==> src/rtl/shadow_dump_ctrl.sv <==
// shadow_dump_ctrl: controller for the shadow capture unit on the add-pipe fraction datapath.
// It arms capture, then freezes it a programmable number of cycles after a trigger. It then
// dumps the selected scan chains one at a time, packing each serial bitstream LSB-first into
// words on a single-entry valid/ready output.
//
// Ports:
//   sh_clk, sh_rst_n      clock, asynchronous active-low reset
//   arm, trig, abort      control pulses (arm in IDLE, trig in CAPT, abort anywhere)
//   post_cnt              cycles c_en stays high after trig
//   chain_mask            chains to dump, sampled on trig
//   c_en                  capture enable to the shadow unit
//   dump_en               one-hot dump enable for the chain being read; 0 pauses shifting
//   ch_out/_vld/_done     per-chain serial data, bit valid, last bit delivered
//   out_data/chain/nbits/last/valid, out_ready   packed word stream
//   busy, done            not idle; one-cycle end-of-sequence pulse
//   err_chain             sticky per-chain timeout flags, cleared on arm
module shadow_dump_ctrl #(
    parameter int unsigned CHAINS  = 6,
    parameter int unsigned WORD_W  = 32,
    parameter int unsigned POST_W  = 8,
    parameter int unsigned TIMEOUT = 1024
) (
    input  logic                    sh_clk,
    input  logic                    sh_rst_n,
    input  logic                    arm,
    input  logic                    trig,
    input  logic [POST_W-1:0]       post_cnt,
    input  logic [CHAINS-1:0]       chain_mask,
    input  logic                    abort,
    output logic                    c_en,
    output logic [CHAINS-1:0]       dump_en,
    input  logic [CHAINS-1:0]       ch_out,
    input  logic [CHAINS-1:0]       ch_out_vld,
    input  logic [CHAINS-1:0]       ch_out_done,
    output logic [WORD_W-1:0]       out_data,
    output logic [2:0]              out_chain,
    output logic [$clog2(WORD_W):0] out_nbits,
    output logic                    out_last,
    output logic                    out_valid,
    input  logic                    out_ready,
    output logic                    busy,
    output logic                    done,
    output logic [CHAINS-1:0]       err_chain
);

    localparam int unsigned NbW   = $clog2(WORD_W) + 1;
    localparam int unsigned IdleW = $clog2(TIMEOUT + 1);

    localparam logic [2:0] StIdle  = 3'd0;
    localparam logic [2:0] StCapt  = 3'd1;
    localparam logic [2:0] StPost  = 3'd2;
    localparam logic [2:0] StSel   = 3'd3;
    localparam logic [2:0] StDump  = 3'd4;
    localparam logic [2:0] StFlush = 3'd5;
    localparam logic [2:0] StFin   = 3'd6;

    logic [2:0]        state_q, state_d;
    logic [POST_W-1:0] post_q, post_d;
    logic [CHAINS-1:0] mask_q, mask_d;   // masked chains not yet serviced
    logic [2:0]        cur_q, cur_d;
    logic [WORD_W-1:0] pack_q, pack_d;
    logic [NbW-1:0]    bitcnt_q, bitcnt_d;
    logic [IdleW-1:0]  idle_q, idle_d;
    logic [CHAINS-1:0] err_q, err_d;
    logic [WORD_W-1:0] out_data_q, out_data_d;
    logic [2:0]        out_chain_q, out_chain_d;
    logic [NbW-1:0]    out_nbits_q, out_nbits_d;
    logic              out_last_q, out_last_d;
    logic              out_valid_q, out_valid_d;

    logic              out_free, stall, en_cur, take, fin_chain, word_full, timeout;
    logic              cur_vld;
    logic [WORD_W-1:0] pack_new;
    logic [2:0]        sel_idx;

    assign out_free  = !out_valid_q || out_ready;
    // Pause the chain only when the next bit would complete a word with nowhere to put it.
    assign stall     = (bitcnt_q == NbW'(WORD_W - 1)) && !out_free;
    assign en_cur    = (state_q == StDump) && !stall;
    assign cur_vld   = ch_out_vld[cur_q];
    assign take      = en_cur && cur_vld;
    assign fin_chain = en_cur && ch_out_done[cur_q];
    assign word_full = take && (bitcnt_q == NbW'(WORD_W - 1));
    assign timeout   = en_cur && !cur_vld && (idle_q == IdleW'(TIMEOUT - 1));
    assign pack_new  = pack_q | (WORD_W'(ch_out[cur_q]) << bitcnt_q);

    always_comb begin
        sel_idx = '0;
        for (int i = int'(CHAINS) - 1; i >= 0; i--) begin
            if (mask_q[i]) sel_idx = 3'(i);
        end
    end

    always_comb begin
        state_d     = state_q;
        post_d      = post_q;
        mask_d      = mask_q;
        cur_d       = cur_q;
        pack_d      = pack_q;
        bitcnt_d    = bitcnt_q;
        idle_d      = idle_q;
        err_d       = err_q;
        out_data_d  = out_data_q;
        out_chain_d = out_chain_q;
        out_nbits_d = out_nbits_q;
        out_last_d  = out_last_q;
        out_valid_d = out_valid_q && !out_ready;

        case (state_q)
            StIdle: begin
                if (arm) begin
                    state_d = StCapt;
                    err_d   = '0;
                end
            end
            StCapt: begin
                if (trig) begin
                    state_d = StPost;
                    post_d  = post_cnt;
                    mask_d  = chain_mask;
                end
            end
            StPost: begin
                if (post_q == '0) state_d = StSel;
                else              post_d  = post_q - POST_W'(1);
            end
            StSel: begin
                if (mask_q == '0) begin
                    state_d = StFin;
                end else begin
                    state_d  = StDump;
                    cur_d    = sel_idx;
                    idle_d   = '0;
                    bitcnt_d = '0;
                    pack_d   = '0;
                end
            end
            StDump: begin
                if (take) begin
                    idle_d = '0;
                    if (word_full) begin
                        out_data_d  = pack_new;
                        out_chain_d = cur_q;
                        out_nbits_d = NbW'(WORD_W);
                        out_last_d  = fin_chain;
                        out_valid_d = 1'b1;
                        pack_d      = '0;
                        bitcnt_d    = '0;
                    end else begin
                        pack_d   = pack_new;
                        bitcnt_d = bitcnt_q + NbW'(1);
                    end
                end else if (en_cur) begin
                    idle_d = idle_q + IdleW'(1);
                end

                if (fin_chain) begin
                    // A word completed with the final bit already carries out_last.
                    if (word_full) begin
                        mask_d[cur_q] = 1'b0;
                        state_d       = StSel;
                    end else begin
                        state_d = StFlush;
                    end
                end else if (timeout) begin
                    err_d[cur_q] = 1'b1;
                    state_d      = StFlush;
                end
            end
            StFlush: begin
                if (out_free) begin
                    out_data_d    = pack_q;
                    out_chain_d   = cur_q;
                    out_nbits_d   = bitcnt_q;
                    out_last_d    = 1'b1;
                    out_valid_d   = 1'b1;
                    pack_d        = '0;
                    bitcnt_d      = '0;
                    mask_d[cur_q] = 1'b0;
                    state_d       = StSel;
                end
            end
            StFin: begin
                state_d = StIdle;
            end
            default: begin
                state_d = StIdle;
            end
        endcase

        if (abort) begin
            state_d     = StIdle;
            out_valid_d = 1'b0;
            pack_d      = '0;
            bitcnt_d    = '0;
        end
    end

    always_ff @(posedge sh_clk or negedge sh_rst_n) begin
        if (!sh_rst_n) begin
            state_q     <= StIdle;
            post_q      <= '0;
            mask_q      <= '0;
            cur_q       <= '0;
            pack_q      <= '0;
            bitcnt_q    <= '0;
            idle_q      <= '0;
            err_q       <= '0;
            out_data_q  <= '0;
            out_chain_q <= '0;
            out_nbits_q <= '0;
            out_last_q  <= 1'b0;
            out_valid_q <= 1'b0;
        end else begin
            state_q     <= state_d;
            post_q      <= post_d;
            mask_q      <= mask_d;
            cur_q       <= cur_d;
            pack_q      <= pack_d;
            bitcnt_q    <= bitcnt_d;
            idle_q      <= idle_d;
            err_q       <= err_d;
            out_data_q  <= out_data_d;
            out_chain_q <= out_chain_d;
            out_nbits_q <= out_nbits_d;
            out_last_q  <= out_last_d;
            out_valid_q <= out_valid_d;
        end
    end

    // c_en drops as soon as the post-trigger count is exhausted, so post_cnt=0 means no extra cycle.
    assign c_en      = (state_q == StCapt) || ((state_q == StPost) && (post_q != '0));
    assign dump_en   = en_cur ? (CHAINS'(1) << cur_q) : '0;
    assign busy      = (state_q != StIdle);
    assign done      = (state_q == StFin);
    assign err_chain = err_q;
    assign out_data  = out_data_q;
    assign out_chain = out_chain_q;
    assign out_nbits = out_nbits_q;
    assign out_last  = out_last_q;
    assign out_valid = out_valid_q;

endmodule

==> config.mk <==
export PLATFORM = sky130hd
export DESIGN_NAME = shadow_dump_ctrl
export DESIGN_NICKNAME = d
export VERILOG_FILES = /design/src/rtl/shadow_dump_ctrl.sv
export SDC_FILE = /design/constraint.sdc
export NUM_CORES = 1
export LEC_CHECK = 0
export CORE_UTILIZATION = 50
export CTS_CLUSTER_DIAMETER = 150
export DETAILED_ROUTE_END_ITERATION = 16
export GPL_ROUTABILITY_DRIVEN = 0
export HOLD_SLACK_MARGIN = 0.1
export PLACE_DENSITY = 0.76
export REMOVE_ABC_BUFFERS = 1
export SLEW_MARGIN = 20
export SYNTH_ARGS = -nofsm -noshare
export SYNTH_HDL_FRONTEND = slang
export SYNTH_SLANG_ARGS = --single-unit
==> constraint.sdc <==
create_clock -name sh_clk -period 5.5 [get_ports sh_clk]
set_input_delay 0.825 -clock sh_clk [delete_from_list [all_inputs] [get_ports sh_clk]]
set_output_delay 0.825 -clock sh_clk [all_outputs]
set_load 0.02 [all_outputs]
# After elaboration in Yosys (flattened, before gate mapping)
# Cells that the tools add are included.
[op_classes]
addsub = 3
n_lt_le_gt_ge = 2
eq_ne = 26
n_shift = 2
n_mux = 74
n_bitwise = 5
n_reduce_logical = 36
[op_table]
columns = ["cell", "n"]
rows = [
  ["32-bit two-way mux", 8],
  ["6-bit two-way mux", 16],
  ["32-bit case mux with 3 select lines", 1],
  ["32-bit case mux with 2 select lines", 1],
  ["3-bit two-way mux", 17],
  ["6-bit case mux with 3 select lines", 2],
  ["11-bit two-way mux", 3],
  ["32-bit OR", 1],
  ["1-bit by 6-bit << shifter with 32-bit output", 1],
  ["6-bit case mux with 2 select lines", 2],
  ["11-bit case mux with 2 select lines", 1],
  ["3-bit inequality test (second input constant)", 7],
  ["2-bit inequality test (second input constant)", 10],
  ["3-bit case mux with 6 select lines", 1],
  ["8-bit two-way mux", 2],
  ["8-bit case mux with 2 select lines", 1],
  ["4-bit AND reduction", 3],
  ["11-bit by 1-bit adder with 11-bit output (second input constant)", 1],
  ["11-bit by 10-bit == test with 1-bit output (second input constant)", 1],
  ["1-bit two-way mux", 11],
  ["1-bit logical AND", 10],
  ["5-bit AND reduction", 2],
  ["1-bit binary-select mux with 3-bit select", 3],
  ["3-bit == test (second input constant)", 3],
  ["28 further kinds", 40],
]
[totals]
reg_bits = 118
output_inout_bits = 58
elab_cells = 161

# Longest topological paths before layout
[depth]
ltp_word = 12
mapped_depth = 9
depth_no_buf = 8

# Least setup slack after synthesis
# No wires, ideal clock.
[synth_path]
path_kind = "reg-to-output"
from = "register post_q[0]"
to = "output c_en"
t_arrival_ns = 2.171
required_time_ns = 4.675
path_slack_ns = 2.504
path_stages_with_launch = 6
path_cell_list = "dfrtp_1 inv_1 ha_1 or4b_1 o41ai_1 o21ai_0"
[synth_via]
elab_chain_cells = 3
[synth_rtl]
columns = ["element", "line_no", "rtl"]
rows = [
  ["start, declared", "58", "logic [POST_W-1:0] post_q, post_d;"],
  ["start signal, assigned", "216", "post_q <= post_d;"],
  ["8-bit nonzero test", "232", "assign c_en = (state_q == StCapt) || ((state_q == StPost) && (post_q != '0));"],
  ["1-bit logical AND", "232", ""],
  ["1-bit logical OR", "232", ""],
  ["end, declared", "30", "output logic c_en,"],
]
# Every way passes these cells.

# Worst setup path after layout
[layout_path]
from = "register state_q[1]"
to = "output c_en"
[layout_via]
elab_chain_cells = 3
[layout_rtl]
columns = ["element", "line_no", "rtl"]
rows = [
  ["start, declared", "57", "logic [2:0] state_q, state_d;"],
  ["start signal, assigned", "201", "state_q <= StIdle;"],
  ["start signal, assigned", "215", "state_q <= state_d;"],
  ["3-bit by 2-bit == test with 1-bit output", "232", ""],
  ["1-bit logical AND", "232", ""],
  ["1-bit logical OR (*)", "232", ""],
]
# Every way passes the cells marked *; elsewhere a longest branch is shown, timed or not.

==> run metrics <==
final setup fails=0; count leader, synth=dfrtp_1; VDD IR max=213 uV; Worst Path Required=4.68 ns; largest cells by area after synthesis=dfrtp_1 (53%), nor2_1 (5.8%), mux2_2 (5.2%), a31oi_1 (4.3%), o21ai_0 (3.7%); fin crit share=67.0%; Yosys top cell area share=52.9%; Final Power=2730 uW; number of global-route vias before repair=4,633; die width=108 microns; cell area after layout=7180 sq um; min Tclk post-route=3.69 ns; final hold vios=0; asr flop ratio synth=100%; number of flops mapped to enable cells by yosys=0; Seq cells post-synth=118; clk slew on worst S/H paths=0.06 ns; first drt pass iteration count=5; Final Net Count=703; RSZ-0062 raised after global routing=no; worst-margin pin slew=0.983 ns; Seq pwr share=39.2%; # resized after CTS=0; Post-Route Setup TNS=0 ns; count of cell types in the netlist=52; worst hold margin=0.411 ns; crit path DAT=2.86 ns; P per Cell Area=380 nW/um^2; Final Max Tran Viols=0; vias per cell=5.81; Syn Inst Count=577; crit path launch type=register; setup repair bufs after CTS=0; pre-CTS setup slack=1.91 ns; fmax=0.271 GHz; Rows=38; final WL=13,700 microns; Bufs on Longest Clock Path=2; worst skew pair latency=0.52 ns; vias=4,733; crit-path max FO=14; Num Clock Sinks=118; initial antenna violation count=0; synthesized area=5590 sq um; Worst Setup End Kind=primary output; Clock H-tree levels=4; Sw Share=32.6%; sequential element share of the synthesized area=52.9%; Total GRT Usage=25.4%; Initial Util=51.5%; post-DP HPWL=9230 microns; Max-Cap Viols=0; average routed wire per standard cell=16.8 microns; share of post-route cells with drive strength above 1=10.8%; Fill cells=885; Core Area=10,800 sq um; Clock power frac=38.5%; clk root buf=clkbuf_8; skew final=0.0102 ns; CTS Hold Bufs=0; PortBufs=95; initial DRC count=272; top_reg_cell synth=dfrtp_1; Ys Warns=0; CP Class=reg -> out; NetSw=890 uW; combinational power share=22.3%; R2R depth=6; I/O pin count=96; Setup WS post-layout=1.81 ns; r2r startpoint=cur_q[0]$_DFFE_PN0P_; first-pass GRT wire length=22,700 microns; Placed Area=6610 sq um; Die Span Y=108 microns; Synth area leader=dfrtp_1; CTS buffer count=17; largest net degree at the start of global routing=69; slew margin rel.=34.2%; CTS tree=built; Die Area=11,600 sq um; Residual DRC=0; Final ANT Viol Nets=0; leak pwr=0.00313 uW; global route total overflow=0; hold crit path type=in -> async; status=complete, no violations; worst r2r dst=pack_q[16]$_DFFE_PN0P_; Int Power=1840 uW; reg-to-reg slack, setup=2.21 ns; n_diodes=0; commonest cells in the netlist=dfrtp_1 (118), nor2_1 (87), nand2_1 (42), o21ai_0 (41), a31oi_1 (38); Area Overhead vs Synth=28.5%; Mapped Avg Cell Area=9.68 sq um
==> critical path, cell delays in order (launching register included) <==
cell and delay [ns]:
dfrtp_1 0.59, nor3b_1 0.63, o41ai_1 0.18, buf_4 0.20
o21ai_0 0.10, clkdlybuf4s50_1 0.65
==> power by group through the flow <==
stage | sequential [uW] | clock (uW) | combinational, uW
2_1_floorplan | 1060 | 0 | 388
4_1_cts | 1070 | 1060 | 607
6_report | 1070 | 1050 | 609
3_5_place_dp | 1080 | 0 | 605
3_3_place_gp | 1080 | 0 | 589
5_1_grt | 1080 | 1110 | 679
==> cells by family after synthesis <==
group,synth area share (%)
adder cells (fa/ha/maj),0.672
multiplexers,6.14
AND/OR/NAND/NOR,18.5
buffers and inverters,3.61
flip-flops,52.9
AO/OA/AOI/OAI,18.0
XOR/XNOR,0.314
==> sequential cells by signal, indices dropped and copies added, names as in the netlist, 3 cells and up <==
register and count:
cur_q 3, post_q 8, err_chain 6, pack_q 32, out_nbits 6, out_chain 3
out_data 32, state_q 3, idle_q 11, bitcnt_q 6, mask_q 6
==> area by class of cell <==
type,count,area (sq um),share of cell area (%)
multi-input combinational,412,2440,34.0
clock buffer,17,414,5.77
sequential,118,2950,41.1
timing repair buffer,101,993,13.8
clock inverter,14,153,2.13
inverter,12,45.0,0.628
tap,140,175,2.44
==> layer usage <==
metal / vias up / GRT usage (%) / routed length (microns)
met5: - / 0 / 0
met2: 179 / 42.1 / 6730
met1: 2282 / 32.8 / 6050
met4: 0 / 8.02 / 200
met3: 24 / 6.11 / 703
li1: 2248 / - / -
==> worst max path at each step <==
stage,startpoint,endpoint,cells after the start
2_1_floorplan,out_ready,out_chain[0]$_DFFE_PN0P_,5
3_3_place_gp,ch_out_vld[2],pack_q[9]$_DFFE_PN0P_,7
3_5_place_dp,ch_out_vld[2],pack_q[16]$_DFFE_PN0P_,7
4_1_cts,post_q[0]$_DFFE_PN0P_,c_en,7
5_1_grt,state_q[2]$_DFFE_PN0P_,c_en,5
6_report,state_q[1]$_DFFE_PN0P_,c_en,5
==> cell usage in the layout (no fill, tap or decap), types with 3 or more instances in the layout <==
cell,synthesis,routed
o21bai_1,3,3
nor2_1,87,87
inv_1,11,11
nand2_1,42,42
buf_4,0,7
clkinvlp_4,0,4
clkbuf_16,0,16
a21o_1,7,7
clkinv_4,0,4
o31ai_1,6,6
or2_2,3,3
and3_1,7,7
nor3b_1,3,3
a22o_1,12,12
nand3_1,13,13
mux2i_1,5,5
a22oi_1,3,3
and2_1,4,4
mux2_2,26,26
a31oi_1,38,38
o21ai_0,41,41
a21oi_1,35,35
or3_1,4,4
clkdlybuf4s50_1,0,94
nand2b_1,12,12
nor3_1,16,16
dfrtp_1,118,118
ha_1,3,3
nor2b_1,9,9
nand3b_1,3,3
==> through the flow <==
stage               utilization (%)  instances
floorplan                         -        542
global placement               61.0        783
detailed placement             61.0        783
CTS                            66.2        814
global route                   66.2        814
finish                         66.2        814
(Power assumes the default switching activity.)
